$ cat src/rtl/branch_resolver.sv
// Execute-stage branch resolver: checks the BTB prediction against the actual outcome,
// drives fetch redirect, timed flush and BTB training. `define BRANCH_STATS_EN adds counters.
module branch_resolver #(
    parameter int FLUSH_CYCLES = 2
) (
    input  logic        CLK,
    input  logic        nRST,
    input  logic        ex_valid,
    input  logic        ex_stall,
    input  logic        ex_is_br,
    input  logic        ex_taken,
    input  logic [29:0] ex_pc,
    input  logic [29:0] ex_target,
    input  logic        ex_phit,
    input  logic [29:0] ex_paddr,
    output logic        redirect_en,
    output logic [29:0] redirect_pc,
    output logic        flush,
    output logic        upEN,
    output logic [29:0] tag,
    output logic [29:0] br_a
`ifdef BRANCH_STATS_EN
    ,
    output logic [31:0] br_count,
    output logic [31:0] mp_count
`endif
);

    localparam logic [3:0] CNT_LOAD = 4'(FLUSH_CYCLES - 1);

    typedef enum logic {
        IDLE  = 1'b0,
        FLUSH = 1'b1
    } state_t;

    state_t      state, state_next;
    logic [3:0]  cnt, cnt_next;

    logic        vld_p0;
    logic        mispredict_p0;
    logic        train_p0;
    logic [29:0] fix_pc_p0;

    // Sequential fall-through address; the 30-bit word space wraps naturally.
    function automatic logic [29:0] next_word(input logic [29:0] pc);
        return pc + 30'd1;
    endfunction

    // Stage p0: decode the resolution from the execute-stage inputs
    always_comb begin
        vld_p0        = (state == IDLE) && ex_valid && !ex_stall;
        train_p0      = ex_is_br && ex_taken && (!ex_phit || (ex_paddr != ex_target));
        mispredict_p0 = train_p0 || (ex_phit && !(ex_is_br && ex_taken));
        fix_pc_p0     = (ex_is_br && ex_taken) ? ex_target : next_word(ex_pc);
    end

    always_comb begin
        state_next = state;
        cnt_next   = cnt;
        case (state)
            IDLE: begin
                if (vld_p0 && mispredict_p0) begin
                    state_next = FLUSH;
                    cnt_next   = CNT_LOAD;
                end
            end
            FLUSH: begin
                if (cnt == 4'd0) state_next = IDLE;
                else             cnt_next   = cnt - 4'd1;
            end
            default: state_next = IDLE;
        endcase
    end

    always_ff @(posedge CLK or negedge nRST) begin
        if (!nRST) begin
            state <= IDLE;
            cnt   <= 4'd0;
        end else begin
            state <= state_next;
            cnt   <= cnt_next;
        end
    end

    // Flush squashes younger instructions for as long as the FSM is draining
    assign flush = (state == FLUSH);

    // Stage p1: registered redirect and BTB write
    always_ff @(posedge CLK or negedge nRST) begin
        if (!nRST) begin
            redirect_en <= 1'b0;
            redirect_pc <= 30'd0;
            upEN        <= 1'b0;
            tag         <= 30'd0;
            br_a        <= 30'd0;
        end else begin
            redirect_en <= vld_p0 && mispredict_p0;
            upEN        <= vld_p0 && train_p0;
            if (vld_p0 && mispredict_p0) redirect_pc <= fix_pc_p0;
            if (vld_p0 && train_p0) begin
                tag  <= ex_pc;
                br_a <= ex_target;
            end
        end
    end

`ifdef BRANCH_STATS_EN
    always_ff @(posedge CLK or negedge nRST) begin
        if (!nRST) begin
            br_count <= 32'd0;
            mp_count <= 32'd0;
        end else begin
            if (vld_p0 && ex_is_br)      br_count <= br_count + 32'd1;
            if (vld_p0 && mispredict_p0) mp_count <= mp_count + 32'd1;
        end
    end
`endif

endmodule

$ cat config.mk
export PLATFORM = sky130hd
export DESIGN_NAME = branch_resolver
export DESIGN_NICKNAME = d
export VERILOG_FILES = /design/src/rtl/branch_resolver.sv
export SDC_FILE = /design/constraint.sdc
export NUM_CORES = 1
export LEC_CHECK = 0
export ABC_AREA = 1
export CORE_MARGIN = 1.5
export CORE_UTILIZATION = 49
export DETAILED_ROUTE_END_ITERATION = 12
export GPL_TIMING_DRIVEN = 0
export PLACE_DENSITY = 0.86
export SLEW_MARGIN = 20
export SYNTH_ARGS = -nofsm -noshare
export SYNTH_HDL_FRONTEND = slang
export SYNTH_SLANG_ARGS = --single-unit
export TNS_END_PERCENT = 1
$ cat constraint.sdc
create_clock -name CLK -period 2.8 [get_ports CLK]
set_input_delay 0.7 -clock CLK [delete_from_list [all_inputs] [get_ports CLK]]
set_output_delay 0.7 -clock CLK [all_outputs]
set_load 0.005 [all_outputs]
* Word-level counts from Yosys, hierarchy flattened *
Cells that the tools add are included.

storage, ports and cells
  bits of input ports = 97
  flip-flop bits (word level) = 97
  output and inout bits = 93

cells by class
  $add $sub $neg = 2
  equal/unequal tests = 3
  reduce and logical (&&, ||, !) cells = 14
  bitwise logic cells = 1
  muxes and demuxes = 7

operator list
  operator                                                                  count
  30-bit by 1-bit adder with 30-bit output (second input constant)          1
  30-bit 2-to-1 mux                                                         1
  30-bit inequality test                                                    1
  4-bit 2-to-1 mux                                                          2
  4-bit case mux with 2 select lines                                        1
  1-bit logical AND                                                         7
  4-bit logical NOT                                                         1
  4-bit by 1-bit subtractor with 4-bit output (second input constant)       1
  1-bit logical NOT                                                         3
  1-bit logical OR                                                          2
  1-bit 2-to-1 mux                                                          2
  2-bit by 1-bit inequality test with 1-bit output (second input constant)  1
  2-bit inequality test (second input constant)                             1
  1-bit case mux with 2 select lines                                        1
  2-bit AND reduction                                                       1
  1-bit inverter                                                            1

* Longest topological paths before layout *
Gate-level depths: netlist (run 1).

  word-level depth = 7
  depth in mapped cells = 15
  depth with buffers taken out = 13

* Least setup slack after synthesis (run 1) *
No wires, ideal clock.

  path kind = input -> register
  start = input ex_pc[0]
  end = register redirect_pc[12]
  stages = 9
  arrival time = 1.783 ns
  slack = 0.900 ns
  library setup time = 0.117 ns
  cells stage by stage = ha_1 -> nand2_1 -> nor2_1 -> inv_1 -> nor2_1 -> xor2_1 -> o21ai_0 -> nand2_1 -> nand2_1

between the ends
  cells in the longest elaborated chain, start to end = 2

ends and longest elaborated chain
  element                                   line  source
  from (decl)                               12    input logic [29:0] ex_pc,
  30-bit by 1-bit adder with 30-bit output  46    return pc + 30'd1;
  30-bit 2-to-1 mux                         54    fix_pc_p0 = (ex_is_br && ex_taken) ? ex_target : next_word(ex_pc);
  to (signal assigned)                      99    if (vld_p0 && mispredict_p0) redirect_pc <= fix_pc_p0;
  to (decl)                                 17    output logic [29:0] redirect_pc,

No other way between the ends.
A chain may end at the register's enable or synchronous reset.

* Worst setup path in the final report (run 1) *
Ends and elaborated chain as after synthesis.

==> flow_metrics.env, run 1 <==
export IMPL_r2r_cells=6
export IMPL_die_h_um=109
export IMPL_firstDrtPassIters=5
export IMPL_vias=5888
export IMPL_coreArea_um2=10800
export IMPL_relSlewSlack_pct=54.6
export IMPL_cts_root_buf="clkbuf_8"
export IMPL_power_leakage_nw=3.88
export IMPL_required_ns=3.06
export IMPL_yosysTopAreaCell="dfrtp_1"
export IMPL_cts_tree="yes"
export IMPL_drive_gt1_share_pct=5.67
export IMPL_p_sw_share_pct=32.3
export IMPL_grt_max_degree=66
export IMPL_fin_worst_skew_ns=0.00768
export IMPL_drt_iter0_markers=471
export IMPL_grt_usage_pct=31.9
export IMPL_grt_pass1_wl_mm=28.5
export IMPL_die_w_um=109
export IMPL_synth_fp_nets=880
export IMPL_syn2layout_area_growth_pct=42.2
export IMPL_crit_fanout=7
export IMPL_ys_seq_area_share_pct=44.5
export IMPL_rsz0062_at_grt="false"
export IMPL_via_per_inst=5.22
export IMPL_gr_total_overflow=0
export IMPL_slew_viol_final=0
export IMPL_wl_per_cell_um=16.2
export IMPL_worstSetupPathType="input pin to register"
export IMPL_synth_top_area_share_pct=44.5
export IMPL_finalPower_mw=5.64
export IMPL_finalHoldViolCount=0
export IMPL_numCtsBuffers=9
export IMPL_preCtsSetupSlack_ns=-0.213
export IMPL_fin_crit_ns=2.59
export IMPL_p_int_mw=3.81
export IMPL_die_area_um2=11800
export IMPL_synth_area_leaders="dfrtp_1 (44%), nand2_1 (21%), inv_1 (6.7%)"
export IMPL_outcome="finished, final reports clean"
export IMPL_finalCritPeriodShare_pct=92.7
export IMPL_vdd_ir_drop_max_uv=434
export IMPL_cts_path_max_buffers=2
export IMPL_cp_start_kind="input pin"
export IMPL_power_switching_mw=1.82
export IMPL_synth_cells=781
export IMPL_io_pins=190
export IMPL_antenna_found_initial=0
export IMPL_diodes=0
export IMPL_worst_hold_path_type="input pin to asynchronous set/reset pin"
export IMPL_ys_seq_elements=97
export IMPL_portBuffers=189
export IMPL_setup_ws_ns=0.205
export IMPL_drt_wl_total_mm=18.3
export IMPL_fmax_ghz=0.385
export IMPL_worstSetupEndpointType="register"
export IMPL_antenna_left=0
export IMPL_fin_util_pct=71.6
export IMPL_clock_sinks=97
export IMPL_pwr_share_comb_pct=42.1
export IMPL_clkPwrFrac_pct=17.0
export IMPL_ys_types=29
export IMPL_finalSetupViolations=0
export IMPL_whs_ns=0.194
export IMPL_maxCapViolations=0
export IMPL_power_density_nw_per_um2=726
export IMPL_cp_arrival_ns=2.85
export IMPL_grt_pass1_vias=5663
export IMPL_worstMarginPinSlew_ns=0.681
export IMPL_worstSkewPairLatency_ns=0.36
export IMPL_start_util_pct=50.3
export IMPL_tns_ns=0
export IMPL_ys_warn_count=0
export IMPL_post_synth_cell_area_avg_um2=6.99
export IMPL_fin_nets=1081
export IMPL_gp_congestion=0.954
export IMPL_seqPwrFrac_pct=40.9
export IMPL_rows=38
export IMPL_clk_pin_slew_ns=0.10
export IMPL_syn_area_um2=5460
export IMPL_hpwl_mm=14.4
export IMPL_cts_htree_levels=3
export IMPL_drc=0
==> cell usage in the layout (no fill, tap or decap), types with 2 or more instances in the layout <==
master / n
xnor2_1: 7
dfrtp_1: 97
o22ai_1: 3
a21oi_1: 5
clkinv_2: 2
buf_4: 7
clkdlybuf4s50_1: 188
ha_1: 2
o21ai_0: 70
nand2_1: 307
nor3_2: 2
xor2_1: 10
nand4_1: 12
nor2_2: 3
clkbuf_8: 10
clkinv_4: 2
or2_2: 3
a31oi_1: 2
clkbuf_1: 7
inv_1: 97
nor2_1: 49
buf_6: 7
nor3_1: 8
o21ai_1: 2
nand3_1: 62
inv_2: 4
buf_2: 8
nand2_2: 3
==> power by group through the flow <==
stage                     Sequential [mW]  Combinational, mW  Clock (mW)
after floorplan                      2.34              0.733           0
after global placement               2.30               2.30           0
after detailed placement             2.32               2.36           0
after CTS                            2.30               2.38       0.970
after global routing                 2.37               2.58        1.02
final                                2.31               2.37       0.958
==> metal layers <==
metal  vias up  wire length (um)  global-route usage [%]
li1       2852                 -                       -
met3        46              1480                    5.49
met1      2735              7770                    41.5
met2       255              8530                    53.1
met5         -                 0                       0
met4         0               517                    12.4
==> kinds of logic after synthesis <==
kind of cell	share of synthesized area [%]
adder cells (fa/ha/maj)	0.458
AO/OA/AOI/OAI	7.77
AND/OR/NAND/NOR	34.1
XOR/XNOR	2.73
buffers and inverters	10.4
flip-flops	44.5
==> synthesized netlist by cell type <==
| cell | number |
|---|---|
| buf_2 | 8 |
| nand4_1 | 12 |
| dfrtp_1 | 97 |
| o22ai_1 | 3 |
| nor2_4 | 1 |
| o21ai_1 | 2 |
| buf_1 | 1 |
| a21boi_1 | 1 |
| nor2_1 | 50 |
| buf_4 | 7 |
| nand3_1 | 62 |
| nor2_2 | 2 |
| nand3_2 | 1 |
| xnor2_1 | 7 |
| inv_1 | 97 |
| inv_2 | 4 |
| nor3_2 | 2 |
| ha_1 | 2 |
| buf_6 | 6 |
| clkbuf_1 | 7 |
| a21oi_1 | 5 |
| xor2_1 | 10 |
| nand2_1 | 307 |
| a31oi_1 | 2 |
| or2_2 | 3 |
| nand2_2 | 3 |
| nor3_1 | 8 |
| o21ai_0 | 70 |
| nor4_1 | 1 |
==> worst paths after layout <==
| path | slack [ns] | end | start |
|---|---|---|---|
| min in group CLK | 0.49 | br_a[3]$_DFFE_PN0P_ | br_a[3]$_DFFE_PN0P_ |
| min reg2reg | 0.49 | br_a[3]$_DFFE_PN0P_ | br_a[3]$_DFFE_PN0P_ |
| max | 0.21 | redirect_pc[12]$_DFFE_PN0P_ | ex_pc[0] |
| max reg2reg | 0.95 | redirect_pc[16]$_DFFE_PN0P_ | flush$_DFF_PN0_ |
| max in group asynchronous | 1.98 | redirect_pc[15]$_DFFE_PN0P_ | nRST |
| min | 0.19 | tag[2]$_DFFE_PN0P_ | nRST |
==> through the flow <==
step,cell area [um2],cells
3_3_place_gp,7520,1110
4_1_cts,7760,1127
2_1_floorplan,5460,781
5_1_grt,7760,1127
3_5_place_dp,7550,1111
6_report,7760,1127
==> cell type report <==
cell class | instances | area, um2
Timing Repair Buffer | 190 | 1920
Buffer | 29 | 190
Fill cell | 901 | 3080
Multi-Input combinational cell | 554 | 2460
Tap cell | 140 | 175
Clock buffer | 10 | 138
Sequential cell | 97 | 2430
Inverter | 101 | 379
Clock inverter | 6 | 66.3
==> flip-flops by register name, summed over array words and instances (netlist names) <==
name	count
tag	30
upEN	1
cnt	4
flush	1
redirect_pc	30
br_a	30
redirect_en	1
==> timing repair <==
action / CTS / global route
gates resized for setup: 0 / 1
hold buffers: 0 / 0
buffers inserted: 0 / 0
setup endpoints to repair: 0 / 2
==> critical path, stage by stage <==
cell,delay [ns]
clkdlybuf4s50_1,0.52
ha_1,0.19
nand2_1,0.12
nor2_2,0.30
inv_1,0.11
nor2_1,0.30
xor2_1,0.36
o21ai_0,0.13
nand2_1,0.08
nand2_1,0.05
No activity file was read; power rests on OpenSTA's default activity.
==> run 2, diff against run 1 <==
- ABC_AREA: 1 -> unset
- CORE_UTILIZATION: 49 -> 35
- PLACE_DENSITY: 0.86 -> unset
- PLACE_DENSITY_LB_ADDON: unset -> 0.08
==> run 2 against run 1 <==
  * Routed wire length decreased by 16%
  * Synthesized cell count decreased by 47%
  * Sequential power rose by 5%
  * Worst setup slack worse by 0.079 ns
  * Fmax decreased by 3.0%
  * Global-route usage is 10 points lower
  * Via count decreased by 31%
  * Register-to-register slack worse by 0.17 ns
  * Synthesized area down 11%
  * Clock skew decreased by 0.0022 ns
  * Critical endpoint is now br_a[14]$_DFFE_PN0P_
  * Largest power group unchanged
==> flow_metrics.env, run 2 <==
export IMPL_coreArea_um2=13400
export IMPL_synth_fa_ha_area_share_pct=0.514
export IMPL_grt_usage_pct=21.8
export IMPL_p_sw_share_pct=26.9
export IMPL_synth_cells=415
export IMPL_synth_most_common_cell="dfrtp_1"
export IMPL_muxShareOfSynthArea_pct=17.3
export IMPL_numCtsBuffers=9
export IMPL_synth_simple_gate_area_share_pct=11.7
export IMPL_synth_area_leaders="dfrtp_1 (50%), mux2_2 (16%), xnor2_1 (7.7%)"
export IMPL_worstSkewPairLatency_ns=0.35
export IMPL_power_switching_mw=1.72
export IMPL_drt_wl_total_mm=15.4
export IMPL_drc=0
export IMPL_antenna_left=0
export IMPL_firstDrtPassIters=4
export IMPL_ys_seq_elements=97
export IMPL_synthXorXnorAreaFrac_pct=10.1
export IMPL_cts_htree_levels=3
export IMPL_synthArstFlopShare_pct=100
export IMPL_crit_start="ex_target[20]"
export IMPL_relSlewSlack_pct=44.3
export IMPL_fin_nets=717
export IMPL_crit_fanout=10
export IMPL_ys_types=42
export IMPL_crit_family="buffers and inverters"
export IMPL_start_util_pct=36.3
export IMPL_slew_viol_final=0
export IMPL_io_pins=190
export IMPL_drive_gt1_share_pct=18.6
export IMPL_critPathSlowestCell="clkdlybuf4s50_1"
export IMPL_die_w_um=121
export IMPL_clock_sinks=97
export IMPL_critPathBufInv=3
export IMPL_cts_path_max_buffers=2
export IMPL_cp_arrival_ns=2.91
export IMPL_layout_common_cells="clkdlybuf4s50_1 (185), dfrtp_1 (97), mux2_2 (68)"
export IMPL_wl_per_cell_um=19.3
export IMPL_post_synth_cell_area_avg_um2=11.7
export IMPL_vias=4040
export IMPL_cts_root_buf="clkbuf_16"
export IMPL_reg_top3="br_a (30), redirect_pc (30), tag (30)"
export IMPL_reg2reg_from="flush$_DFF_PN0_"
export IMPL_diodes=0
export IMPL_via_per_inst=5.06
export IMPL_clkPwrFrac_pct=21.6
export IMPL_grt_max_degree=64
export IMPL_clk_pin_slew_ns=0.07
export IMPL_synthTopCellsByCount="dfrtp_1 (97), mux2_2 (68), xnor2_1 (43)"
export IMPL_vdd_ir_drop_max_uv=434
export IMPL_cp_slowest_stage_delay_ns=0.55
export IMPL_gr_total_overflow=0
export IMPL_die_area_um2=14600
export IMPL_yosysTopAreaCell="dfrtp_1"
export IMPL_antenna_found_initial=0
export IMPL_worst_hold_path_type="input pin to asynchronous set/reset pin"
export IMPL_synth_compound_area_share_pct=7.27
export IMPL_placedCellCount=781
export IMPL_portBuffers=189
export IMPL_finalHoldViolCount=0
export IMPL_required_ns=3.03
export IMPL_rsz0062_at_grt="false"
export IMPL_whs_ns=0.231
export IMPL_synth_edf_count=0
export IMPL_maxCapViolations=0
export IMPL_fin_crit_ns=2.67
export IMPL_power_density_nw_per_um2=864
export IMPL_stdcell_count=798
export IMPL_cp_start_kind="input pin"
export IMPL_synth_top_family_by_area="multiplexers"
export IMPL_ys_warn_count=0
export IMPL_drt_iter0_markers=190
export IMPL_fmax_ghz=0.374
export IMPL_grt_pass1_wl_mm=23.8
export IMPL_worstSetupPathType="input pin to register"
export IMPL_worstMarginPinSlew_ns=0.830
export IMPL_hpwl_mm=12.0
export IMPL_worstPathCellList="clkdlybuf4s50_1, xnor2_1, nand4_1, nor4_2, nand2_2, nand3_1, buf_6, buf_6, mux2_2"
export IMPL_final_common_cell="clkdlybuf4s50_1"
export IMPL_power_leakage_nw=3.05
export IMPL_die_h_um=121
export IMPL_rows=42
export IMPL_syn_area_um2=4870
export IMPL_worstSetupEndpointType="register"
export IMPL_r2r_cells=6
export IMPL_finalSetupViolations=0
export IMPL_pwr_share_comb_pct=40.6
export IMPL_seqPwrFrac_pct=37.8
export IMPL_tns_ns=0
export IMPL_cts_tree="yes"
export IMPL_fin_worst_skew_ns=0.00552
export IMPL_synthFlopType="dfrtp_1"
export IMPL_p_int_mw=4.68
export IMPL_grt_pass1_vias=4213
export IMPL_finalCritPeriodShare_pct=95.5
export IMPL_synth_top_area_share_pct=49.9
export IMPL_syn2layout_area_growth_pct=52.3
export IMPL_synth_fp_nets=514
export IMPL_worstSetupPathDepth=9
export IMPL_gp_congestion=0.822
export IMPL_crit_top_cell="buf_6"
export IMPL_ys_seq_area_share_pct=49.9
export IMPL_outcome="finished, final reports clean"
[run 2: cell count changes after synthesis, moves of 12 or more]
cell and change:
inv_1 -89, nand2_1 -271, nor2_1 -34, o21ai_0 -51, a221o_1 +12, mux2_2 +68
xnor2_1 +36, nand3_1 -49
[run 2: power groups by stage]
stage / sequential, mW / combinational, mW / clock, mW
after CTS: 2.43 / 2.64 / 1.41
after global placement: 2.41 / 2.58 / 0
after floorplan: 2.47 / 0.846 / 0
after detailed placement: 2.45 / 2.62 / 0
final: 2.42 / 2.60 / 1.38
after global routing: 2.51 / 2.79 / 1.47
[run 2: worst reg2reg max path: stages, from the launching register on]
cell and delay [ns]:
dfrtp_1 0.47, nor3b_1 0.31, o21a_1 0.33, nand3_1 0.16, buf_6 0.18, buf_6 0.17
mux2_2 0.29
[run 2: final cells by class]
type,count,area (um2)
Buffer,16,129
Clock buffer,13,270
Clock inverter,2,60.1
Fill cell,1172,5990
Inverter,9,36.3
Multi-Input combinational cell,292,2320
Sequential cell,97,2430
Tap cell,176,220
Timing Repair Buffer,193,1950
[run 2: logic make-up (layout without fill, tap and decap cells)]
family / count (synthesis) / after routing
compound gates: 49 / 49
fa+ha+maj: 2 / 2
flops: 97 / 97
xor+xnor: 56 / 56
simple gates: 112 / 112
mux: 73 / 73
buf+inv: 26 / 233
[run 2: metal layers]
| metal | vias to the layer above | track usage (%) | wire [um] |
|---|---|---|---|
| li1 | 1885 | - | - |
| met1 | 1991 | 29.2 | 6780 |
| met2 | 149 | 35.3 | 7310 |
| met3 | 15 | 5.17 | 1090 |
| met4 | 0 | 6.18 | 233 |
| met5 | - | 0 | 0 |
[run 2: final timing paths]
check                                              to  slack, ns
max reg2reg                      br_a[14]$_DFFE_PN0P_       0.78
min reg2reg                      br_a[11]$_DFFE_PN0P_       0.51
min                              br_a[25]$_DFFE_PN0P_       0.23
max in group asynchronous  redirect_pc[8]$_DFFE_PN0P_       1.94
max                              br_a[14]$_DFFE_PN0P_       0.13
min in group CLK                 br_a[11]$_DFFE_PN0P_       0.51
[run 2: what timing repair did]
item,4_1_cts,5_1_grt
resized for setup,4,7
buffers inserted,2,1
hold buffers,0,0
endpoints found under the hold margin,0,0
setup endpoints to repair,62,66
pin swaps,3,3
[run 2: stage by stage]
step | area, um2 | setup slack, ns | utilization (%) | power (mW)
final | 7410 | 0.126 | 55.3 | 6.41
after CTS | 7380 | 0.0413 | 55.1 | 6.48
after global placement | 6980 | -2.76 | 52.1 | 4.99
after floorplan | 4870 | 0.509 | - | 3.31
after global routing | 7410 | 0.00164 | 55.3 | 6.77
after detailed placement | 7010 | -0.506 | 52.3 | 5.07
